===== config.mk =====
export PLATFORM = sky130hd
export DESIGN_NAME = mem_arbiter
export DESIGN_NICKNAME = d
export VERILOG_FILES = /design/src/rtl/mips_pkg.sv /design/src/rtl/rr_pick2.sv /design/src/rtl/mem_arbiter.sv
export SDC_FILE = /design/constraint.sdc
export NUM_CORES = 1
export LEC_CHECK = 0
export ABC_CLOCK_PERIOD_IN_PS = 1650
export BUFFER_PORTS_ARGS = -buffer_cell sky130_fd_sc_hd__buf_4
export CAP_MARGIN = 0
export CORE_UTILIZATION = 44
export DETAILED_ROUTE_END_ITERATION = 8
export GPL_TIMING_DRIVEN = 0
export PLACE_DENSITY = 0.72
export REMOVE_ABC_BUFFERS = 1
export SETUP_SLACK_MARGIN = 0.4
export SLEW_MARGIN = 20
export SYNTH_ARGS = -nofsm -noshare
export SYNTH_HDL_FRONTEND = slang
export SYNTH_SLANG_ARGS = --single-unit

===== constraint.sdc =====
create_clock -name clk -period 1.65 [get_ports clk]
set_clock_uncertainty 0.2 [all_clocks]
set_input_delay 0.4125 -clock clk [delete_from_list [all_inputs] [get_ports clk]]
set_output_delay 0.4125 -clock clk [all_outputs]
set_load 0.005 [all_outputs]

===== src/rtl/mips_pkg.sv =====
// Shared constants and state encoding for the mips core memory arbiter.
package mips_pkg;

    localparam int AW_DEF      = 17;
    localparam int DW_DEF      = 17;
    localparam int TIMEOUT_DEF = 15;

    // Watchdog counter width; wide enough for the largest legal TIMEOUT (255).
    localparam int CNT_W = 8;

    typedef enum logic [2:0] {
        ST_IDLE   = 3'd0,
        ST_BUSY_I = 3'd1,
        ST_BUSY_D = 3'd2,
        ST_RESP_I = 3'd3,
        ST_RESP_D = 3'd4
    } arb_state_t;

endpackage


===== src/rtl/rr_pick2.sv =====
// Two-way round-robin picker: on a tie the requester not granted last wins.
module rr_pick2 (
    input  logic req_i,
    input  logic req_d,
    input  logic last_d,
    output logic gnt_i,
    output logic gnt_d
);

    // Combinational grant; at most one grant is ever high.
    always_comb begin
        gnt_i = req_i & (~req_d | last_d);
        gnt_d = req_d & (~req_i | ~last_d);
    end

endmodule


===== src/rtl/mem_arbiter.sv =====
// Shares one single-port memory between the fetch and data ports of the core.
//
// state     | meaning
// ----------+---------------------------------------------------------
// ST_IDLE   | no access in flight; pick a requester
// ST_BUSY_I | fetch access on the memory bus, watchdog running
// ST_BUSY_D | data access on the memory bus, watchdog running
// ST_RESP_I | one-cycle if_ready pulse (err valid alongside)
// ST_RESP_D | one-cycle d_ready pulse (err valid alongside)
module mem_arbiter
    import mips_pkg::*;
#(
    parameter int AW      = AW_DEF,
    parameter int DW      = DW_DEF,
    parameter int TIMEOUT = TIMEOUT_DEF
) (
    input  logic          clk,
    input  logic          reset,
    input  logic          if_req,
    input  logic [AW-1:0] if_addr,
    output logic [DW-1:0] if_rdata,
    output logic          if_ready,
    input  logic          d_req,
    input  logic          d_we,
    input  logic [AW-1:0] d_addr,
    input  logic [DW-1:0] d_wdata,
    output logic [DW-1:0] d_rdata,
    output logic          d_ready,
    output logic          err,
    output logic          mem_req,
    output logic          mem_we,
    output logic [AW-1:0] mem_addr,
    output logic [DW-1:0] mem_wdata,
    input  logic [DW-1:0] mem_rdata,
    input  logic          mem_ack
);

    localparam logic [CNT_W-1:0] TMO = CNT_W'(TIMEOUT);

    arb_state_t       state;
    arb_state_t       state_nxt;
    logic             last_d;
    logic [CNT_W-1:0] cnt;
    logic             err_q;
    logic             gnt_i;
    logic             gnt_d;
    logic             grant_i;
    logic             grant_d;
    logic             tmo_hit;
    logic             done_i;
    logic             done_d;

    rr_pick2 u_pick (
        .req_i  (if_req),
        .req_d  (d_req),
        .last_d (last_d),
        .gnt_i  (gnt_i),
        .gnt_d  (gnt_d)
    );

    // An ack arriving in the terminal-count cycle still wins over the abort.
    assign tmo_hit = (cnt == TMO) && !mem_ack;

    // Next-state decode and per-transition strobes.
    always_comb begin
        state_nxt = state;
        grant_i   = 1'b0;
        grant_d   = 1'b0;
        done_i    = 1'b0;
        done_d    = 1'b0;
        case (state)
            ST_IDLE: begin
                if (gnt_i) begin
                    state_nxt = ST_BUSY_I;
                    grant_i   = 1'b1;
                end else if (gnt_d) begin
                    state_nxt = ST_BUSY_D;
                    grant_d   = 1'b1;
                end
            end
            ST_BUSY_I: begin
                if (mem_ack || tmo_hit) begin
                    state_nxt = ST_RESP_I;
                    done_i    = 1'b1;
                end
            end
            ST_BUSY_D: begin
                if (mem_ack || tmo_hit) begin
                    state_nxt = ST_RESP_D;
                    done_d    = 1'b1;
                end
            end
            ST_RESP_I: state_nxt = ST_IDLE;
            ST_RESP_D: state_nxt = ST_IDLE;
            default:   state_nxt = ST_IDLE;
        endcase
    end

    // State register.
    always_ff @(posedge clk or negedge reset) begin
        if (!reset) state <= ST_IDLE;
        else        state <= state_nxt;
    end

    // Round-robin history; starts at 1 so the first tie goes to fetch.
    always_ff @(posedge clk or negedge reset) begin
        if (!reset)       last_d <= 1'b1;
        else if (grant_i) last_d <= 1'b0;
        else if (grant_d) last_d <= 1'b1;
    end

    // Request latch; the memory bus is driven only from these registers.
    always_ff @(posedge clk or negedge reset) begin
        if (!reset) begin
            mem_we    <= 1'b0;
            mem_addr  <= '0;
            mem_wdata <= '0;
        end else if (grant_i) begin
            mem_we    <= 1'b0;
            mem_addr  <= if_addr;
            mem_wdata <= '0;
        end else if (grant_d) begin
            mem_we    <= d_we;
            mem_addr  <= d_addr;
            mem_wdata <= d_wdata;
        end
    end

    // Watchdog: counts BUSY cycles, cleared whenever the arbiter is not busy.
    always_ff @(posedge clk or negedge reset) begin
        if (!reset)
            cnt <= '0;
        else if (mem_req && (state_nxt == state))
            cnt <= cnt + 1'b1;
        else
            cnt <= '0;
    end

    // Response capture; writes and aborted accesses return zero.
    always_ff @(posedge clk or negedge reset) begin
        if (!reset) begin
            if_rdata <= '0;
            d_rdata  <= '0;
            err_q    <= 1'b0;
        end else if (done_i) begin
            if_rdata <= tmo_hit ? '0 : mem_rdata;
            err_q    <= tmo_hit;
        end else if (done_d) begin
            d_rdata  <= (tmo_hit || mem_we) ? '0 : mem_rdata;
            err_q    <= tmo_hit;
        end
    end

    assign mem_req  = (state == ST_BUSY_I) || (state == ST_BUSY_D);
    assign if_ready = (state == ST_RESP_I);
    assign d_ready  = (state == ST_RESP_D);
    assign err      = err_q && (if_ready || d_ready);

endmodule


After elaboration in Yosys (flattened, before gate mapping)
Index checks and enable logic that the tools add are counted.
{ "word_totals": {"output_inout_bits": 73, "register_bits": 82, "wordCells": 62, "in_bits": 74} }
{ "op_classes": {"bitwise": 8, "addsub": 1, "eq_ne": 6, "n_mux": 26, "reduce_logical": 12} }
{ "ops": {"columns": ["cell", "n"], "rows": [
  ["two-way mux 17 bit", 6],
  ["two-way mux 1 bit", 14],
  ["two-way mux 3 bit", 4],
  ["one-hot mux 3 bit (3 select lines)", 1],
  ["adder 8 x 1 -> 8 bit, second input constant", 1],
  ["equality test 8 x 4 -> 1 bit, second input constant", 1],
  ["two-way mux 8 bit", 1],
  ["equality test 3 x 2 -> 1 bit, second input constant", 2],
  ["logical OR 1 bit", 4],
  ["inverter 1 bit", 4],
  ["nonzero test 2 bit", 2],
  ["equality test 3 x 1 -> 1 bit, second input constant", 1],
  ["equality test 3 bit", 1],
  ["equality test 3 bit, second input constant", 1],
  ["logical AND 1 bit", 3],
  ["zero test 3 bit", 1],
  ["AND 1 bit", 2],
  ["bitwise OR 1 bit", 2],
  ["AND reduction 2 bit", 1],
  ["zero test 1 bit", 1]
]} }

Depth between registers and ports, before layout
Gate-level depths: netlist of run 1.
{ "depth": {"word_depth": 9, "depth_mapped": 6, "mapped_depth_nobuf": 4} }

Cells and area by module
From an unflattened synthesis of run 1, not the netlist that was laid out.
{ "unflattened": {"cells_unflattened": 375, "area_unflattened_um2": 3901.2} }
{ "modules_own_cells": {"columns": ["mod", "area_each_um2", "n_inst", "cells_per_inst", "seq_area_each_um2"], "rows": [
  ["mem_arbiter", 3882.5, 1, 372, 2053.2],
  ["rr_pick2", 18.8, 1, 3, 0.0]
]} }

Worst setup path after synthesis of run 1
OpenSTA, ideal clock, no wires.
{ "synth_path": {"path_type": "reg2reg", "start": "register cnt[4]", "end": "register d_rdata[10]", "setup_time_ns": 0.131, "arrival_ns": 1.419, "path_slack_ns": -0.100, "stages_incl_launch_ff": 5, "n_path_buf": 1, "synth_period_minus_slack_ns": 1.750, "t_required_ns": 1.319, "path_cell_list": "dfrtp_1 or4_4 o21ai_4 buf_6 o211ai_1"} }
{ "synth_between": {"elab_chain_cells": 7, "elab_cells_between_ends": 10, "classes_between": "1 x eq/ne; 4 x mux; 1 x bitwise; 4 x reduce/logical"} }
{ "synth_lines": {"columns": ["item", "line_no", "source"], "rows": [
  ["start, declared", "mem_arbiter.sv:43", "logic [CNT_W-1:0] cnt;"],
  ["start signal, assigned", "mem_arbiter.sv:134", "cnt <= cnt + 1'b1;"],
  ["equality test 8 x 4 -> 1 bit (*)", "mem_arbiter.sv:62", "assign tmo_hit = (cnt == TMO) && !mem_ack;"],
  ["logical AND 1 bit (*)", "mem_arbiter.sv:62", null],
  ["logical OR 1 bit", "mem_arbiter.sv:82, mem_arbiter.sv:88", null],
  ["two-way mux 1 bit", "mem_arbiter.sv:82, mem_arbiter.sv:88", null],
  ["two-way mux 1 bit", "mem_arbiter.sv:71", "case (state)"],
  ["inverter 1 bit (no line)", null, null],
  ["AND reduction 2 bit (no line)", null, null],
  ["end signal, assigned", "mem_arbiter.sv:149", "d_rdata <= (tmo_hit || mem_we) ? '0 : mem_rdata;"],
  ["end, declared", "mem_arbiter.sv:27", "output logic [DW-1:0] d_rdata,"]
]} }
Every way passes the cells marked *; elsewhere a longest branch is shown, timed or not.
A chain may end at the register's enable or synchronous reset.

Worst setup path in the final report of run 1
{ "layout_path": {"start": "register cnt[5]", "end": "register d_rdata[13]"} }
The elaborated chain is that of the path after synthesis.

==> flow_summary_export.csv, run 1 <==
group,metric,value,unit
die,fp.dieArea,0.009119,sq mm
synth,synthTopCellsByArea,"dfrtp_1 53%, o21ai_0 4.7%, a22o_1 4.1%",
die,rows,33,
timing,rsz0062_at_grt,"yes",
cts,clock-sinks,82,
timing,fin_crit,1.977,ns
global_route,antenna_found_initial,0,
global_route,grt_pass1_wl,20.28,mm
synth,synth-async-reset-ratio,100.0,%
synth,synth-warning-count,0,
placement,dp_hpwl,6.922,mm
global_route,gr-usage-all-layers,29.74,%
cts,postCtsHoldBufs,0,
setup_path,cp_max_fo,5,
routing,drt_first_pass_iters,4,
finish,layout-drive-gt1-share,54.27,%
die,core,0.008341,sq mm
power,p_total,0.01192,W
setup_path,path_class,"flip-flop to flip-flop",
job,maxCapViolations,0,
timing,whs,-0.09024,ns
synth,synth_edf_count,0,
synth,ys_types,44,
cts,clk_pin_slew,0.08,ns
status,run_status,"finished with violations",
die,fp.dieW,95.50,microns
setup_path,cpLargestDelayFamily,"simple AND/OR/NAND/NOR gates",
cts,cts_max_level,3,
synth,synth.yosys.seq_area_share,53.38,%
finish,area_delta_synth_final,74.56,%
setup_path,cp-start-kind,"flip-flop",
timing,drv_slew,0,
setup_path,cp_cell_sequence,"or4_4 -> buf_6 -> o21ai_4 -> buf_4 -> buf_6 -> o211ai_1",
synth,synthFlopType,"dfrtp_1",
routing,num_vias,4171,
setup_path,arrival,2.01,ns
setup_path,cp_slowest_cell,"or4_4",
synth,syn_inst,375,
setup_path,critPathBufInv,3,
routing,drt_iter0_drc,184,
cts,cts_root_buffer,"clkbuf_8",
cts,cts_buffers,9,
timing,setup_slack,-0.3269,ns
routing,wl_per_cell,19.83,microns
timing,setup_viol,85,
finish,finalNetCount,692,
global_route,grt_overflow,0,
global_route,grt_pass1_vias,3966,
timing,relSlewSlack,50.33,%
synth,synth_top_area_share,52.70,%
timing,period_share,119.8,%
synth,syn_area_per_cell,10.26,sq um
die,die_h,95.50,microns
setup_path,cp-end-kind,"flip-flop",
status,violations,"negative hold slack, negative setup slack",
routing,via_per_inst,5.745,
setup_path,slowest_delay,0.57,ns
synth,synth.largest_area_cell,"dfrtp_1",
power,irDropWorstVdd,1.011,mV
synth,synth_area,0.003846,sq mm
routing,post-route-drc-count,0,
min_path,hold_class,"input port to asynchronous set/reset pin",
placement,gp_congestion,0.7236,
placement,place_ws,-0.7438,ns
setup_path,required,1.68,ns
synth,ys_ff_latch,82,
cts,clk_latency,0.34,ns
global_route,grt_max_degree,83,
die,initial_utilization,46.11,%
placement,portBuffers,146,
cts,cts_buffer_depth,2,
finish,antenna_cells,0,
power,p_leak,3.220,nW
setup_path,crit_top_cell,"buf_6",
power,p_per_area,1775,mW/mm^2
cts,cts_tree,"yes",
timing,fmax,505.8,MHz
die,io_pins,147,
routing,ant_nets,0,
routing,routed_wl,14.40,mm
timing,worst_pin_slew,0.7451,ns
timing,hold_viol,81,
## cell usage after synthesis (all sizes together), types with 17 or more instances
library cell	number
a22oi	17
a21oi	21
buf	22
a22o	18
dfrtp	81
o211ai	17
nand4b	17
inv	39
o21ai	38
nand2b	18
nand3	20
a31oi	17
## timing repair
| item | in CTS | in global routing |
|---|---|---|
| gates resized for setup | 142 | 48 |
| endpoints found under the hold margin | 0 | 64 |
| cloned | 11 | 4 |
| buffers inserted | 67 | 31 |
| pin swaps | 20 | 34 |
| endpoints found under the setup margin | 155 | 155 |
## layer usage
metal	wire length (microns)	global-route usage, %
met5	0	0
met2	7350	49.58
met1	5396	35.63
met4	481	12.81
met3	1167	8.852
## sequential cells by signal, indices dropped and copies added, names as in the netlist
register	flops
mem_addr	17
state	3
err_q	1
if_rdata	17
cnt	8
last_d	1
mem_we	1
d_rdata	17
mem_wdata	17
## report_power, final
group,internal [W],switching (W),total [W]
combinational,0.00409,0.00281,0.00690
clock,0.000731,0.000717,0.00145
sequential,0.00283,0.000739,0.00357
total,0.00765,0.00426,0.0119
## cell families (layout without fill, tap and decap cells)
group           Yosys count  count (layout)  share of synthesized area [%]
xor+xnor                  5               5                          1.139
simple gates             83              92                          13.83
compound gates          134             135                          22.97
buf+inv                  70             306                          8.360
flops                    82              82                          53.38
fa+ha+maj                 1               1                         0.3253
## through the flow
stage               TNS [ns]  hold slack [ns]  std cells  instance area, sq um  util (%)
floorplan             -53.09         -0.08309        344                  3671         -
global placement     -117.77           0.2756        595                  4898     58.73
detailed placement    -47.19           0.2862        598                  4962     59.50
CTS                   -15.50          0.07434        691                  6237     74.78
global route          -20.42         -0.04456        726                  6714     80.50
finish                -16.24         -0.09024        726                  6714     80.50
## cells in the final DEF (no fill, tap or decap), types with 5 or more instances in the layout
master    count
a22o_1       18
buf_6        90
inv_1        38
dfrtp_1      77
clkbuf_8     10
a21oi_2      12
buf_4       154
a31oi_1      16
o21ai_2      13
and3_4        5
a22oi_1       8
a22oi_2       9
nand4b_1     17
nor2_1        5
o211ai_1     17
nand2b_1     17
nand3_1      19
a21oi_1       9
o21ai_0      20
## layout make-up
cell class | count | area, sq um
multi-input cells | 233 | 1871
repair buffers | 252 | 2320
flip-flops and latches | 82 | 2058
clock buffers | 12 | 145.1
inverters | 39 | 148.9
fillers | 480 | 1627
clock inverters | 3 | 40.04
well taps | 105 | 131.4
## worst reg2reg max path, stage by stage, from the launching register on
cell      delay, ns
dfrtp_1        0.42
or4_4          0.57
buf_6          0.15
o21ai_4        0.18
buf_4          0.14
buf_6          0.12
o211ai_1       0.08
## worst paths after layout
check | start | end | slack (ns) | depth (start not counted)
worst max register to register | cnt[5] | d_rdata[13] | -0.33 | 6
max in group asynchronous | reset | state[1] | 0.81 | 1
min in group clk | mem_rdata[6] | if_rdata[6] | 0.09 | 3
worst max-delay path | cnt[5] | d_rdata[13] | -0.33 | 6
worst min-delay path | reset | d_rdata[15] | -0.09 | 1
worst min register to register | cnt[0] | cnt[0] | 0.30 | 1
No activity file was read; power rests on OpenSTA's default activity.
==> inputs of run 2 (changes only) <==
--- a/config.mk
+++ b/config.mk
@@ -12,6 +12,7 @@
 export DETAILED_ROUTE_END_ITERATION = 8
 export GPL_TIMING_DRIVEN = 0
 export PLACE_DENSITY = 0.72
+export RECOVER_POWER = 50
 export REMOVE_ABC_BUFFERS = 1
 export SETUP_SLACK_MARGIN = 0.4
 export SLEW_MARGIN = 20
==> flow_summary_export.csv, run 2 (same netlist as run 1, synthesis figures left out) <==
group,metric,value,unit
timing,setup_viol,85,
setup_path,slowest_delay,0.57,ns
cts,cts_root_buffer,"clkbuf_8",
die,fp.dieW,95.50,microns
routing,ant_nets,0,
status,violations,"negative setup slack",
finish,area_delta_synth_final,74.46,%
cts,postCtsHoldBufs,0,
power,irDropWorstVdd,1.011,mV
global_route,grt_max_degree,83,
cts,clk_latency,0.35,ns
routing,via_per_inst,5.760,
min_path,hold_depth,3,
routing,routed_wl,14.38,mm
setup_path,cp-start-kind,"flip-flop",
finish,nFillCells,482,
routing,post-route-drc-count,0,
cts,cts_max_level,3,
finish,post-route-util,80.45,%
global_route,grt_overflow,0,
status,run_status,"finished with violations",
finish,layout_commonest_cell,"buf_4",
timing,fin_crit,1.974,ns
cts,cts_buffer_depth,2,
setup_path,required,1.68,ns
cts,clk_pin_slew,0.08,ns
finish,finalNetCount,692,
placement,gp_congestion,0.7236,
die,fp.dieArea,0.009119,sq mm
finish,mostFrequentLayoutCells,"154 x buf_4, 89 x buf_6, 77 x dfrtp_1, 38 x inv_1, 20 x o21ai_0",
timing,worst_pin_slew,1.124,ns
placement,place_ws,-0.7438,ns
setup_path,cpLargestDelayFamily,"simple AND/OR/NAND/NOR gates",
global_route,grt_pass1_vias,3966,
setup_path,cp_slowest_cell,"or4_4",
cts,clock-sinks,82,
setup_path,path_class,"flip-flop to flip-flop",
placement,portBuffers,146,
timing,fmax,506.5,MHz
min_path,worstHoldStart,"mem_rdata[6]",
die,core,0.008341,sq mm
setup_path,cp-end-kind,"flip-flop",
timing,hold_viol,0,
cts,cts_buffers,9,
setup_path,regToRegStartpoint,"cnt[5]",
routing,drt_first_pass_iters,4,
setup_path,critPathBufInv,3,
placement,dp_hpwl,6.922,mm
die,io_pins,147,
setup_path,rr_worst_depth,6,
setup_path,crit_top_cell,"buf_6",
global_route,gr-usage-all-layers,29.74,%
setup_path,r2r-end,"d_rdata[13]",
die,die_h,95.50,microns
cts,cts_tree,"yes",
min_path,hold_class,"input port to flip-flop",
finish,layout-drive-gt1-share,54.27,%
die,rows,33,
routing,drt_iter0_drc,184,
timing,setup_slack,-0.3245,ns
global_route,grt_pass1_wl,20.28,mm
routing,wl_per_cell,19.81,microns
job,maxCapViolations,0,
setup_path,reg2reg_slack,-0.32,ns
global_route,antenna_found_initial,0,
power,p_leak,3.218,nW
die,initial_utilization,46.11,%
finish,antenna_cells,0,
timing,drv_slew,0,
timing,relSlewSlack,25.08,%
min_path,min_to,"if_rdata[6]",
setup_path,arrival,2.01,ns
timing,rsz0062_at_grt,"yes",
timing,period_share,119.7,%
setup_path,cp_cell_sequence,"or4_4 -> buf_6 -> o21ai_4 -> buf_4 -> buf_6 -> o211ai_1",
routing,num_vias,4182,
power,p_per_area,1776,mW/mm^2
setup_path,cp_max_fo,5,
-- run 2: cell count changes in the layout (fill, tap and decap cells not counted) --
cell / previous run / this run
buf_6: 90 / 89
clkbuf_4: 0 / 1
-- run 2: final cells by class --
type / instances / area [sq um] / area share, %
Inverter: 39 / 148.9 / 2.219
Timing Repair Buffer: 252 / 2316 / 34.51
Clock buffer: 12 / 145.1 / 2.163
Clock inverter: 3 / 40.04 / 0.5967
Sequential cell: 82 / 2058 / 30.67
Tap cell: 105 / 131.4 / 1.958
Multi-Input combinational cell: 233 / 1871 / 27.88
-- run 2: how the worst max path moves through the flow --
stage | from | to | depth (start not counted)
4_1_cts | state[1] | err | 3
3_5_place_dp | state[0] | mem_addr[14] | 4
6_report | cnt[5] | d_rdata[13] | 6
5_1_grt | cnt[5] | d_rdata[3] | 5
3_3_place_gp | mem_ack | if_rdata[15] | 4
2_1_floorplan | state[0] | mem_wdata[0] | 3
-- run 2: tightest hold or removal path, delay by kind of cell --
kind                   cells  cell delay (ns)
AO/OA/AOI/OAI              2             0.10
buffers and inverters      1             0.09
-- run 2: metal layers --
layer  GRT usage [%]  wire length (microns)  share of wire (%)
met3           8.852                   1174                8.2
met2           49.58                   7323                 51
met1           35.63                   5385                 37
met5               0                      0                  0
met4           12.81                    498                3.5
-- run 2: metrics by stage --
stage               total power [W]  area [sq um]  setup TNS (ns)  std cells  hold WS (ns)
floorplan                  0.005231          3671          -53.09        344      -0.08309
global placement           0.007053          4898         -117.77        595        0.2756
detailed placement         0.007337          4962          -47.19        598        0.2862
CTS                         0.01078          6237          -15.50        691       0.07434
global route                0.01254          6710          -20.42        726       0.07207
finish                      0.01191          6710          -16.13        726       0.08841
-- run 2: repair_timing --
item | 4_1_cts | 5_1_grt
resized for setup | 142 | 48
cloned | 11 | 4
pin swaps | 20 | 34
setup endpoints to repair | 155 | 155
hold endpoints to repair | 0 | 64
buffers inserted | 67 | 31
-- run 2: power by group --
group / switching (W) / leakage (nW) / internal (W)
Sequential: 0.000738 / 0.936 / 0.00283
Combinational: 0.00281 / 2.19 / 0.00409
Clock: 0.000716 / 0.0962 / 0.000730
Total: 0.00426 / 3.22 / 0.00765
